<file path="src/rtl/msu_pkg.sv">
// Shared constants, word-offset map and FSM state type for the MSU host adapter.
// The word offsets below assume T_LEN == 2*AXI_LEN, which is the shipped configuration.
package msu_pkg;

  // Word offsets inside the tx (job) and rx (result) streams.
  localparam int T_START   = 0;
  localparam int T_FINAL   = 2;
  localparam int SQ_IN     = 4;
  localparam int T_CURRENT = 0;
  localparam int SQ_OUT    = 2;

  typedef enum logic [1:0] {
    IDLE = 2'd0,
    SEND = 2'd1,
    RECV = 2'd2,
    DONE = 2'd3
  } state_t;

  // Job words: two iteration counters followed by reduced limbs packed two per word.
  function automatic int axi_in_count(input int t_len, input int axi_len, input int nonred);
    return 2 * t_len / axi_len + (nonred + 1) / 2;
  endfunction

  // Result words: one iteration counter followed by one redundant limb per word.
  function automatic int axi_out_count(input int t_len, input int axi_len, input int num_el);
    return t_len / axi_len + num_el;
  endfunction

endpackage

</file>
<file path="src/rtl/msu_host_xfer_if.sv">
// AXI-stream style word channel between the host adapter and the MSU.
// The master side drives data/valid, the slave side drives ready.
interface msu_host_xfer_if #(
  parameter int AXI_LEN = 32
);
  logic                   tvalid;
  logic                   tready;
  logic [AXI_LEN-1:0]     tdata;
  logic [AXI_LEN/8-1:0]   tkeep;
  logic                   tlast;

  modport master (output tvalid, tdata, tkeep, tlast, input tready);
  modport slave  (input tvalid, tdata, tkeep, tlast, output tready);
endinterface

</file>
<file path="src/rtl/msu_rx_unpack.sv">
// Result word store: unpacks t_current and redundant limbs, flags nonzero pad bits.
// Latency: a word written on one edge is visible on the outputs after that edge.
// Backpressure: none; every wr_en word is stored (caller owns the handshake).
module msu_rx_unpack
  import msu_pkg::*;
#(
  parameter int AXI_LEN      = 32,
  parameter int T_LEN        = 64,
  parameter int BIT_LEN      = 17,
  parameter int NUM_ELEMENTS = 10,
  parameter int CNT_W        = 4
) (
  input  logic                            clk,
  input  logic                            reset_n,
  input  logic                            wr_en,
  input  logic [CNT_W-1:0]                wr_idx,
  input  logic [AXI_LEN-1:0]              wr_dat,
  output logic [T_LEN-1:0]                t_current,
  output logic [NUM_ELEMENTS*BIT_LEN-1:0] sq_out,
  output logic                            err_fmt
);

  localparam int T_WORDS = T_LEN / AXI_LEN;

  // Steer each accepted word into its slot; pad bits above a limb are an error but the limb is kept.
  always_ff @(posedge clk) begin
    if (!reset_n) begin
      t_current <= '0;
      sq_out    <= '0;
      err_fmt   <= 1'b0;
    end else if (wr_en) begin
      for (int w = 0; w < T_WORDS; w++) begin
        if (wr_idx == CNT_W'(T_CURRENT + w)) t_current[w*AXI_LEN +: AXI_LEN] <= wr_dat;
      end
      for (int i = 0; i < NUM_ELEMENTS; i++) begin
        if (wr_idx == CNT_W'(SQ_OUT + i)) sq_out[i*BIT_LEN +: BIT_LEN] <= wr_dat[BIT_LEN-1:0];
      end
      if ((wr_idx >= CNT_W'(SQ_OUT)) && (|wr_dat[AXI_LEN-1:BIT_LEN])) err_fmt <= 1'b1;
    end
  end

endmodule

</file>
<file path="src/rtl/msu_host_xfer.sv">
// Host-side MSU driver: serialises one squaring job, then collects and unpacks the result.
// Latency: job accept -> first tx beat 1 cycle; last rx beat -> result_valid 1 cycle.
// Backpressure: tx word held while m_axis.tready low; result held until result_ready.
module msu_host_xfer
  import msu_pkg::*;
#(
  parameter int AXI_LEN               = 32,
  parameter int C_XFER_SIZE_WIDTH     = 32,
  parameter int REDUNDANT_ELEMENTS    = 2,
  parameter int NONREDUNDANT_ELEMENTS = 8,
  parameter int NUM_ELEMENTS          = NONREDUNDANT_ELEMENTS + REDUNDANT_ELEMENTS,
  parameter int BIT_LEN               = 17,
  parameter int WORD_LEN              = 16,
  parameter int T_LEN                 = 64
) (
  input  logic                                    clk,
  input  logic                                    reset_n,
  input  logic                                    job_valid,
  output logic                                    job_ready,
  input  logic [T_LEN-1:0]                        job_t_start,
  input  logic [T_LEN-1:0]                        job_t_final,
  input  logic [NONREDUNDANT_ELEMENTS*WORD_LEN-1:0] job_sq_in,
  msu_host_xfer_if.master                         m_axis,
  msu_host_xfer_if.slave                          s_axis,
  input  logic [C_XFER_SIZE_WIDTH-1:0]            msu_in_xfer_size,
  input  logic [C_XFER_SIZE_WIDTH-1:0]            msu_out_xfer_size,
  output logic                                    result_valid,
  input  logic                                    result_ready,
  output logic [T_LEN-1:0]                        result_t_current,
  output logic [NUM_ELEMENTS*BIT_LEN-1:0]         result_sq_out,
  output logic                                    busy,
  output logic                                    err_size,
  output logic                                    err_fmt
);

  localparam int IN_CNT  = axi_in_count(T_LEN, AXI_LEN, NONREDUNDANT_ELEMENTS);
  localparam int OUT_CNT = axi_out_count(T_LEN, AXI_LEN, NUM_ELEMENTS);
  localparam int CNT_W   = $clog2((IN_CNT > OUT_CNT) ? IN_CNT : OUT_CNT);
  localparam int T_WORDS = T_LEN / AXI_LEN;

  state_t             state_q, state_d;
  logic [CNT_W-1:0]   cnt_q, cnt_d;
  logic [AXI_LEN-1:0] tx_sr   [IN_CNT];
  logic [AXI_LEN-1:0] tx_load [IN_CNT];
  logic               rx_wr_en;
  logic               unused_ok;

  // Build the job word image: counters LS word first, then reduced limbs two per word.
  always_comb begin
    for (int w = 0; w < IN_CNT; w++) tx_load[w] = '0;
    for (int w = 0; w < T_WORDS; w++) begin
      tx_load[T_START + w] = job_t_start[w*AXI_LEN +: AXI_LEN];
      tx_load[T_FINAL + w] = job_t_final[w*AXI_LEN +: AXI_LEN];
    end
    for (int l = 0; l < NONREDUNDANT_ELEMENTS; l++) begin
      if (l % 2 == 0) tx_load[SQ_IN + l/2][WORD_LEN-1:0]          = job_sq_in[l*WORD_LEN +: WORD_LEN];
      else            tx_load[SQ_IN + l/2][AXI_LEN/2 +: WORD_LEN] = job_sq_in[l*WORD_LEN +: WORD_LEN];
    end
  end

  // State and beat counter register; reset aborts any transfer in flight.
  always_ff @(posedge clk) begin
    if (!reset_n) begin
      state_q <= IDLE;
      cnt_q   <= '0;
    end else begin
      state_q <= state_d;
      cnt_q   <= cnt_d;
    end
  end

  // Next-state and handshake decode; every valid/ready output comes from registered state only.
  always_comb begin
    state_d       = state_q;
    cnt_d         = cnt_q;
    job_ready     = 1'b0;
    m_axis.tvalid = 1'b0;
    m_axis.tlast  = 1'b0;
    s_axis.tready = 1'b0;
    result_valid  = 1'b0;
    unique case (state_q)
      IDLE: begin
        job_ready = 1'b1;
        if (job_valid) begin
          state_d = SEND;
          cnt_d   = '0;
        end
      end
      SEND: begin
        m_axis.tvalid = 1'b1;
        m_axis.tlast  = (cnt_q == CNT_W'(IN_CNT - 1));
        if (m_axis.tready) begin
          if (m_axis.tlast) begin
            state_d = RECV;
            cnt_d   = '0;
          end else begin
            cnt_d = cnt_q + 1'b1;
          end
        end
      end
      RECV: begin
        s_axis.tready = 1'b1;
        if (s_axis.tvalid) begin
          if (cnt_q == CNT_W'(OUT_CNT - 1)) begin
            state_d = DONE;
            cnt_d   = '0;
          end else begin
            cnt_d = cnt_q + 1'b1;
          end
        end
      end
      DONE: begin
        result_valid = 1'b1;
        if (result_ready) state_d = IDLE;
      end
      default: state_d = IDLE;
    endcase
  end

  // Tx shift register loads on accept and advances only on a taken beat; size check is sticky.
  always_ff @(posedge clk) begin
    if (!reset_n) begin
      for (int w = 0; w < IN_CNT; w++) tx_sr[w] <= '0;
      err_size <= 1'b0;
    end else if (state_q == IDLE && job_valid) begin
      tx_sr <= tx_load;
      if ((msu_in_xfer_size  != C_XFER_SIZE_WIDTH'(IN_CNT  * AXI_LEN / 8)) ||
          (msu_out_xfer_size != C_XFER_SIZE_WIDTH'(OUT_CNT * AXI_LEN / 8)))
        err_size <= 1'b1;
    end else if (state_q == SEND && m_axis.tready) begin
      for (int w = 0; w < IN_CNT - 1; w++) tx_sr[w] <= tx_sr[w+1];
      tx_sr[IN_CNT-1] <= '0;
    end
  end

  assign m_axis.tdata = tx_sr[0];
  assign m_axis.tkeep = '1;
  assign busy         = (state_q != IDLE);
  assign rx_wr_en     = (state_q == RECV) && s_axis.tvalid;
  assign unused_ok    = ^{s_axis.tkeep, s_axis.tlast};

  msu_rx_unpack #(
    .AXI_LEN      (AXI_LEN),
    .T_LEN        (T_LEN),
    .BIT_LEN      (BIT_LEN),
    .NUM_ELEMENTS (NUM_ELEMENTS),
    .CNT_W        (CNT_W)
  ) u_rx_unpack (
    .clk       (clk),
    .reset_n   (reset_n),
    .wr_en     (rx_wr_en),
    .wr_idx    (cnt_q),
    .wr_dat    (s_axis.tdata),
    .t_current (result_t_current),
    .sq_out    (result_sq_out),
    .err_fmt   (err_fmt)
  );

endmodule
</file>
<file path="src/flat_wrapper.sv">
// flat-port wrapper written by rule: the top's interface ports become plain ports
module msu_host_xfer_flat import msu_pkg::*;
#(
  parameter int AXI_LEN               = 32,
  parameter int C_XFER_SIZE_WIDTH     = 32,
  parameter int REDUNDANT_ELEMENTS    = 2,
  parameter int NONREDUNDANT_ELEMENTS = 8,
  parameter int NUM_ELEMENTS          = NONREDUNDANT_ELEMENTS + REDUNDANT_ELEMENTS,
  parameter int BIT_LEN               = 17,
  parameter int WORD_LEN              = 16,
  parameter int T_LEN                 = 64
)
  (clk, reset_n, job_valid, job_ready, job_t_start, job_t_final, job_sq_in, msu_in_xfer_size, msu_out_xfer_size, result_valid, result_ready, result_t_current, result_sq_out, busy, err_size, err_fmt, m_axis_tvalid, m_axis_tdata, m_axis_tkeep, m_axis_tlast, m_axis_tready, s_axis_tvalid, s_axis_tdata, s_axis_tkeep, s_axis_tlast, s_axis_tready);
  msu_host_xfer_if #(.AXI_LEN(AXI_LEN)) m_axis_i ();
  msu_host_xfer_if #(.AXI_LEN(AXI_LEN)) s_axis_i ();
  input  logic clk;
  input  logic reset_n;
  input  logic job_valid;
  output logic job_ready;
  input  logic [T_LEN-1:0] job_t_start;
  input  logic [T_LEN-1:0] job_t_final;
  input  logic [NONREDUNDANT_ELEMENTS*WORD_LEN-1:0] job_sq_in;
  input  logic [C_XFER_SIZE_WIDTH-1:0] msu_in_xfer_size;
  input  logic [C_XFER_SIZE_WIDTH-1:0] msu_out_xfer_size;
  output logic result_valid;
  input  logic result_ready;
  output logic [T_LEN-1:0] result_t_current;
  output logic [NUM_ELEMENTS*BIT_LEN-1:0] result_sq_out;
  output logic busy;
  output logic err_size;
  output logic err_fmt;
  output wire logic [$bits(m_axis_i.tvalid)-1:0] m_axis_tvalid;
  output wire logic [$bits(m_axis_i.tdata)-1:0] m_axis_tdata;
  output wire logic [$bits(m_axis_i.tkeep)-1:0] m_axis_tkeep;
  output wire logic [$bits(m_axis_i.tlast)-1:0] m_axis_tlast;
  input wire logic [$bits(m_axis_i.tready)-1:0] m_axis_tready;
  input wire logic [$bits(s_axis_i.tvalid)-1:0] s_axis_tvalid;
  input wire logic [$bits(s_axis_i.tdata)-1:0] s_axis_tdata;
  input wire logic [$bits(s_axis_i.tkeep)-1:0] s_axis_tkeep;
  input wire logic [$bits(s_axis_i.tlast)-1:0] s_axis_tlast;
  output wire logic [$bits(s_axis_i.tready)-1:0] s_axis_tready;
  assign m_axis_tvalid = m_axis_i.tvalid;
  assign m_axis_tdata = m_axis_i.tdata;
  assign m_axis_tkeep = m_axis_i.tkeep;
  assign m_axis_tlast = m_axis_i.tlast;
  assign m_axis_i.tready = m_axis_tready;
  assign s_axis_i.tvalid = s_axis_tvalid;
  assign s_axis_i.tdata = s_axis_tdata;
  assign s_axis_i.tkeep = s_axis_tkeep;
  assign s_axis_i.tlast = s_axis_tlast;
  assign s_axis_tready = s_axis_i.tready;
  msu_host_xfer #(.AXI_LEN(AXI_LEN), .C_XFER_SIZE_WIDTH(C_XFER_SIZE_WIDTH), .REDUNDANT_ELEMENTS(REDUNDANT_ELEMENTS), .NONREDUNDANT_ELEMENTS(NONREDUNDANT_ELEMENTS), .NUM_ELEMENTS(NUM_ELEMENTS), .BIT_LEN(BIT_LEN), .WORD_LEN(WORD_LEN), .T_LEN(T_LEN)) u_core (.clk(clk), .reset_n(reset_n), .job_valid(job_valid), .job_ready(job_ready), .job_t_start(job_t_start), .job_t_final(job_t_final), .job_sq_in(job_sq_in), .m_axis(m_axis_i), .s_axis(s_axis_i), .msu_in_xfer_size(msu_in_xfer_size), .msu_out_xfer_size(msu_out_xfer_size), .result_valid(result_valid), .result_ready(result_ready), .result_t_current(result_t_current), .result_sq_out(result_sq_out), .busy(busy), .err_size(err_size), .err_fmt(err_fmt));
endmodule
</file>
<file path="config.mk">
export PLATFORM = sky130hd
export DESIGN_NAME = msu_host_xfer_flat
export DESIGN_NICKNAME = d
export VERILOG_FILES = /design/src/rtl/msu_pkg.sv /design/src/rtl/msu_host_xfer_if.sv /design/src/rtl/msu_rx_unpack.sv /design/src/rtl/msu_host_xfer.sv /design/src/flat_wrapper.sv
export SDC_FILE = /design/constraint.sdc
export NUM_CORES = 1
export LEC_CHECK = 0
export CAP_MARGIN = 20
export CORE_AREA = 2 2 247 249
export DETAILED_ROUTE_END_ITERATION = 8
export DIE_AREA = 0 0 249 251
export GPL_ROUTABILITY_DRIVEN = 0
export PLACE_DENSITY = 0.65
export SLEW_MARGIN = 10
export SYNTH_ARGS = -nofsm -noshare
export SYNTH_HDL_FRONTEND = slang
export SYNTH_SLANG_ARGS = --single-unit
</file>
<file path="constraint.sdc">
create_clock -name clk -period 5.4 [get_ports clk]
set_input_delay 1.35 -clock clk [delete_from_list [all_inputs] [get_ports clk]]
set_output_delay 1.35 -clock clk [all_outputs]
set_load 0.05 [all_outputs]
</file>
Word-level counts from Yosys, hierarchy flattened
Index checks and enable logic that the tools add are counted.

$lt $le $gt $ge: 1. Mux-type cells: 20. Reductions and logical operators: 27. Add/subtract/negate cells: 1. Equality and inequality tests: 22.

Operators with widths (number): two-way mux 256 bit (2); inequality test 32 x 6 -> 1 bit, second input constant (2); AND reduction 2 bit (14); two-way mux 4 bit (5); equality test 4 x 3 -> 1 bit, second input constant (4); equality test 4 bit, second input constant (4); OR reduction 15 bit (1); two-way mux 2 bit (6); case mux 4 bit (3 select lines) (1); equality test 4 x 2 -> 1 bit, second input constant (2); inequality test 2 bit, second input constant (4); case mux 2 bit (4 select lines) (1); AND reduction 6 bit (1); two-way mux 1 bit (5); adder 4 x 1 -> 4 bit, second input constant (1); equality test 2 bit, second input constant (2); equality test 4 x 1 -> 1 bit, second input constant (1); >= comparator 4 x 2 -> 1 bit, second input constant (1); logical AND 1 bit (4); zero test 4 bit (1); inequality test 2 x 1 -> 1 bit, second input constant (2); AND reduction 4 bit (1); nonzero test 2 bit (2); nonzero test 3 bit (1); other kinds (3) (3).

Register bits: 498. Output and inout port bits: 278. Input port bits: 363.

Depth between registers and ports, before layout
Word-level depth: 4. Depth in mapped cells: 9.

Modules after synthesis
From an unflattened synthesis, not the netlist that was laid out.

Cell total of the unflattened synthesis: 2572. Area total of the unflattened synthesis: 21698.3 um2.

Modules (own cells, without submodules): msu_host_xfer (times used 1, area an instance 12024.0 um2, cells each 1469); msu_rx_unpack (times used 1, area an instance 9674.3 um2, cells each 1103).

Worst setup path after synthesis
Ideal clock, no wire load.

Path type: register to output. Start: register u_core.state_q[1]. End: output port m_axis_tlast. Stages on the path, launching flop included: 5. Data arrival time: 1600 ps. Path slack: 2450 ps. Buffers on the path: 1. Required time: 4050 ps. Cells stage by stage: dfxtp_1 -> inv_1 -> ha_1 -> buf_2 -> and3_1.

Cells in the longest elaborated chain, start to end: 2.

RTL lines: start: declaration (RTL line msu_host_xfer.sv:41) `state_t state_q, state_d;`; start signal: assignment (RTL line msu_host_xfer.sv:67) `state_q <= state_d;`; equality test 2 x 1 -> 1 bit (RTL line msu_host_xfer.sv:81) `unique case (state_q)`; two-way mux 1 bit (RTL line msu_host_xfer.sv:81); end: declaration (RTL line flat_wrapper.sv:35) `output wire logic [$bits(m_axis_i.tlast)-1:0] m_axis_tlast;`.

Every way passes these cells.

Final worst setup path
Start: register u_core.cnt_q[2]. End: output port m_axis_tlast.

Cells in the longest elaborated chain, start to end: 2.

RTL lines: start: declaration (RTL line msu_host_xfer.sv:42) `logic [CNT_W-1:0] cnt_q, cnt_d;`; start signal: assignment (RTL line msu_host_xfer.sv:68) `cnt_q <= cnt_d;`; equality test 4 x 3 -> 1 bit (RTL line msu_host_xfer.sv:91) `m_axis.tlast = (cnt_q == CNT_W'(IN_CNT - 1));`; two-way mux 1 bit (RTL line msu_host_xfer.sv:81).

Every way passes these cells.

==> flow_summary.ini <==
[power]
finalPower_w = 0.0112
p_leak_nw = 9.39
powerDensity_nw_per_um2 = 401
swShare_pct = 34.1
share_seq_of_total_power_pct = 41.3
p_clk_share_pct = 32.5
peakVddDrop_v = 0.000266
combPwrFrac_pct = 26.2
power.switching_w = 0.00383
p_int_w = 0.00739

[die]
die_w_um = 249
start_util_pct = 33.1
num_rows = 90
core_area_um2 = 59800
die_area_um2 = 62500
io_pins = 641
die_h_um = 251

[synthesis]
yosys.area_share.simple_pct = 25.1
synth-edff-count = 0
yosysSeqAreaShare_pct = 50.4
synth_async_sr_flop_share_pct = 0
synth_compound_area_share_pct = 17.7
yosys_warnings = 0
yosysMostFrequentCell = nand2_1
synth_cell_types = 41
ys.flop_type = dfxtp_1
netlist_area_um2 = 19800
yosys.area_share.xor_xnor_pct = 0
yosys-top-cells-area = dfxtp_1 50%, nand2_1 18%, a311oi_1 9.9%, a21oi_1 6.1%, nor2_1 5.0%
netlist_instances = 2539
synth_mux_area_share_pct = 0.0506
avgSynthCellArea_um2 = 7.80
synth_fa_ha_area_share_pct = 0.632
synth.top_cell.area_share_pct = 50.4
synth_top_family_by_area = simple AND/OR/NAND/NOR gates
synth_top_cell_by_area = dfxtp_1
synth_commonest_cells = 923 x nand2_1, 498 x dfxtp_1, 263 x nor2_1
ys_ff_latch = 498

[setup_path]
endpoint_kind = output pin
criticalPathCategory = reg2out
crit_fanout = 14
r2r_slack_ns = 2.94
cp.arrival_ns = 2.83
startpoint = u_core.cnt_q[2]
r2r_start = u_core.state_q[1]
cp-start-kind = flop
cp_data_required_time_ns = 4.05

[cts]
cts_tree = yes
cts_root_buffer = clkbuf_16
path_clk_slew_ns = 0.06
htreeDepth = 2
clockBufferDepth = 3
numCtsBuffers = 54
cts_resized = 0
post-cts-setup-buffers = 0
ctsHoldBuffers = 0
cts.sinks = 498
clk_latency_ns = 0.61

[place]
place_area_um2 = 26200
port_buffers = 631
hpwl_um = 50800
pre_cts_ws_ns = 1.83

[global_route]
grt_use_total_pct = 22.2
first_global_vias = 17500
grt_start_max_net_pins = 133
overflow = 0
grt_pass1_wl_um = 109000
antenna_found_initial = 17

[finish]
seq_area_um2 = 9970
fillers = 5911
drive_gt1_share_pct = 4.47
multi_input_area_um2 = 8660
nNetsFinal = 3373
area_growth_syn_to_layout_pct = 41.4
fin_area_um2 = 28000

[outcome]
status = complete, no violations

[sta]
min_period_ns = 4.18
layout_setup_ws_ns = 1.22
hold_slack_ns = 0.450
maxSlewViolCount = 0
period_share_pct = 77.3
finalSetupTns_ns = 0
rsz0062_at_grt = no
setup_viol = 0
fin_worst_skew_ns = 0.0262
slew_headroom_pct = 33.6
fmax_ghz = 0.239
hold_viol_final = 0
tightest_slew_ns = 0.994

[hold_path]
worstHoldStart = u_core.err_size
hp-class = reg2reg

[job]
maxCapViolCount = 0

[drt]
wl_per_cell_um = 19.2
drt_wl_total_um = 73500
avgViaCountPerCell = 5.03
vias = 19300
initialDrtViolationCount = 1537
drc = 0
detail-route-antenna-nets = 0
dr.pass1.iters = 5
## state kept, by name (all words and copies together), names as in the netlist
register	cells
u_core.state_q	2
u_core.err_size	1
u_core.cnt_q	4
u_core.u_rx_unpack.err_fmt	1
u_core.u_rx_unpack.t_current	64
u_core.u_rx_unpack.sq_out	170
u_core.m_axis.tdata	32
u_core.tx_sr	224
## cells by family after synthesis
group                      after synthesis
other                                    1
buffers and inverters                  259
DFF                                    498
adders and majority gates               10
AOI/OAI and AO/OA                      506
and+or+nand+nor                       1264
muxes                                    1
## cell type report
class	instances	area share (%)
Sequential cell	498	35.6
Antenna cell	8	0.0716
Inverter	7	0.121
Multi-Input combinational cell	1785	31.0
Timing Repair Buffer	654	23.5
Clock inverter	20	0.595
Tap cell	782	3.50
Clock buffer	78	5.62
## worst max-delay path: stages, from the launching register on
cell             delay, ns
dfxtp_1               0.66
nor2b_1               0.48
and3_1                0.24
clkdlybuf4s50_1       0.85
## layout by cell type, fill, tap and decap left out, types with 2 or more instances in the layout
cell	instances
inv_1	6
nand2b_1	6
ha_1	10
nor4_1	19
a21oi_1	241
a22oi_1	32
clkinvlp_4	3
clkdlybuf4s50_1	631
nand2_1	922
nor4b_1	2
clkbuf_16	54
o21ai_1	2
nand3b_1	2
diode_2	8
dfxtp_1	498
nor2_1	262
nor2b_1	3
clkbuf_8	13
and3_1	2
clkbuf_1	11
nand4_1	5
clkinv_4	2
or3_1	2
clkinv_2	12
and2_4	2
nor3_4	2
conb_1	4
buf_12	7
nand3_2	7
nand3_1	10
nor2_2	9
buf_4	16
a311oi_1	224
nor3_1	2
## through the flow
stage,instances,utilization [%]
floorplan,2542,-
global placement,3726,43.9
detailed placement,3726,43.9
CTS,3824,46.8
global route,3832,46.8
finish,3832,46.8
## final timing paths
check | end | cells past startpoint
hold reg to reg | u_core.err_size | 2
setup / recovery | m_axis_tlast | 3
hold / removal | u_core.err_size | 2
setup reg to reg | u_core.tx_sr[180] | 6
## power groups by stage
stage	clock network (W)	logic, W	registers [W]
finish	0.00364	0.00294	0.00464
global route	0.00386	0.00322	0.00471
CTS	0.00371	0.00296	0.00463
detailed placement	0	0.00295	0.00471
global placement	0	0.00293	0.00471
floorplan	0	0.00204	0.00465
## layer usage
| metal | track usage, % | share of wire (%) | vias up |
|---|---|---|---|
| li1 | - | - | 9494 |
| met1 | 28.9 | 42 | 8957 |
| met2 | 35.2 | 47 | 632 |
| met3 | 4.70 | 6.5 | 171 |
| met4 | 10.4 | 4.2 | 16 |
| met5 | 0 | 0.16 | - |
Power figures use the tool's default switching activity.
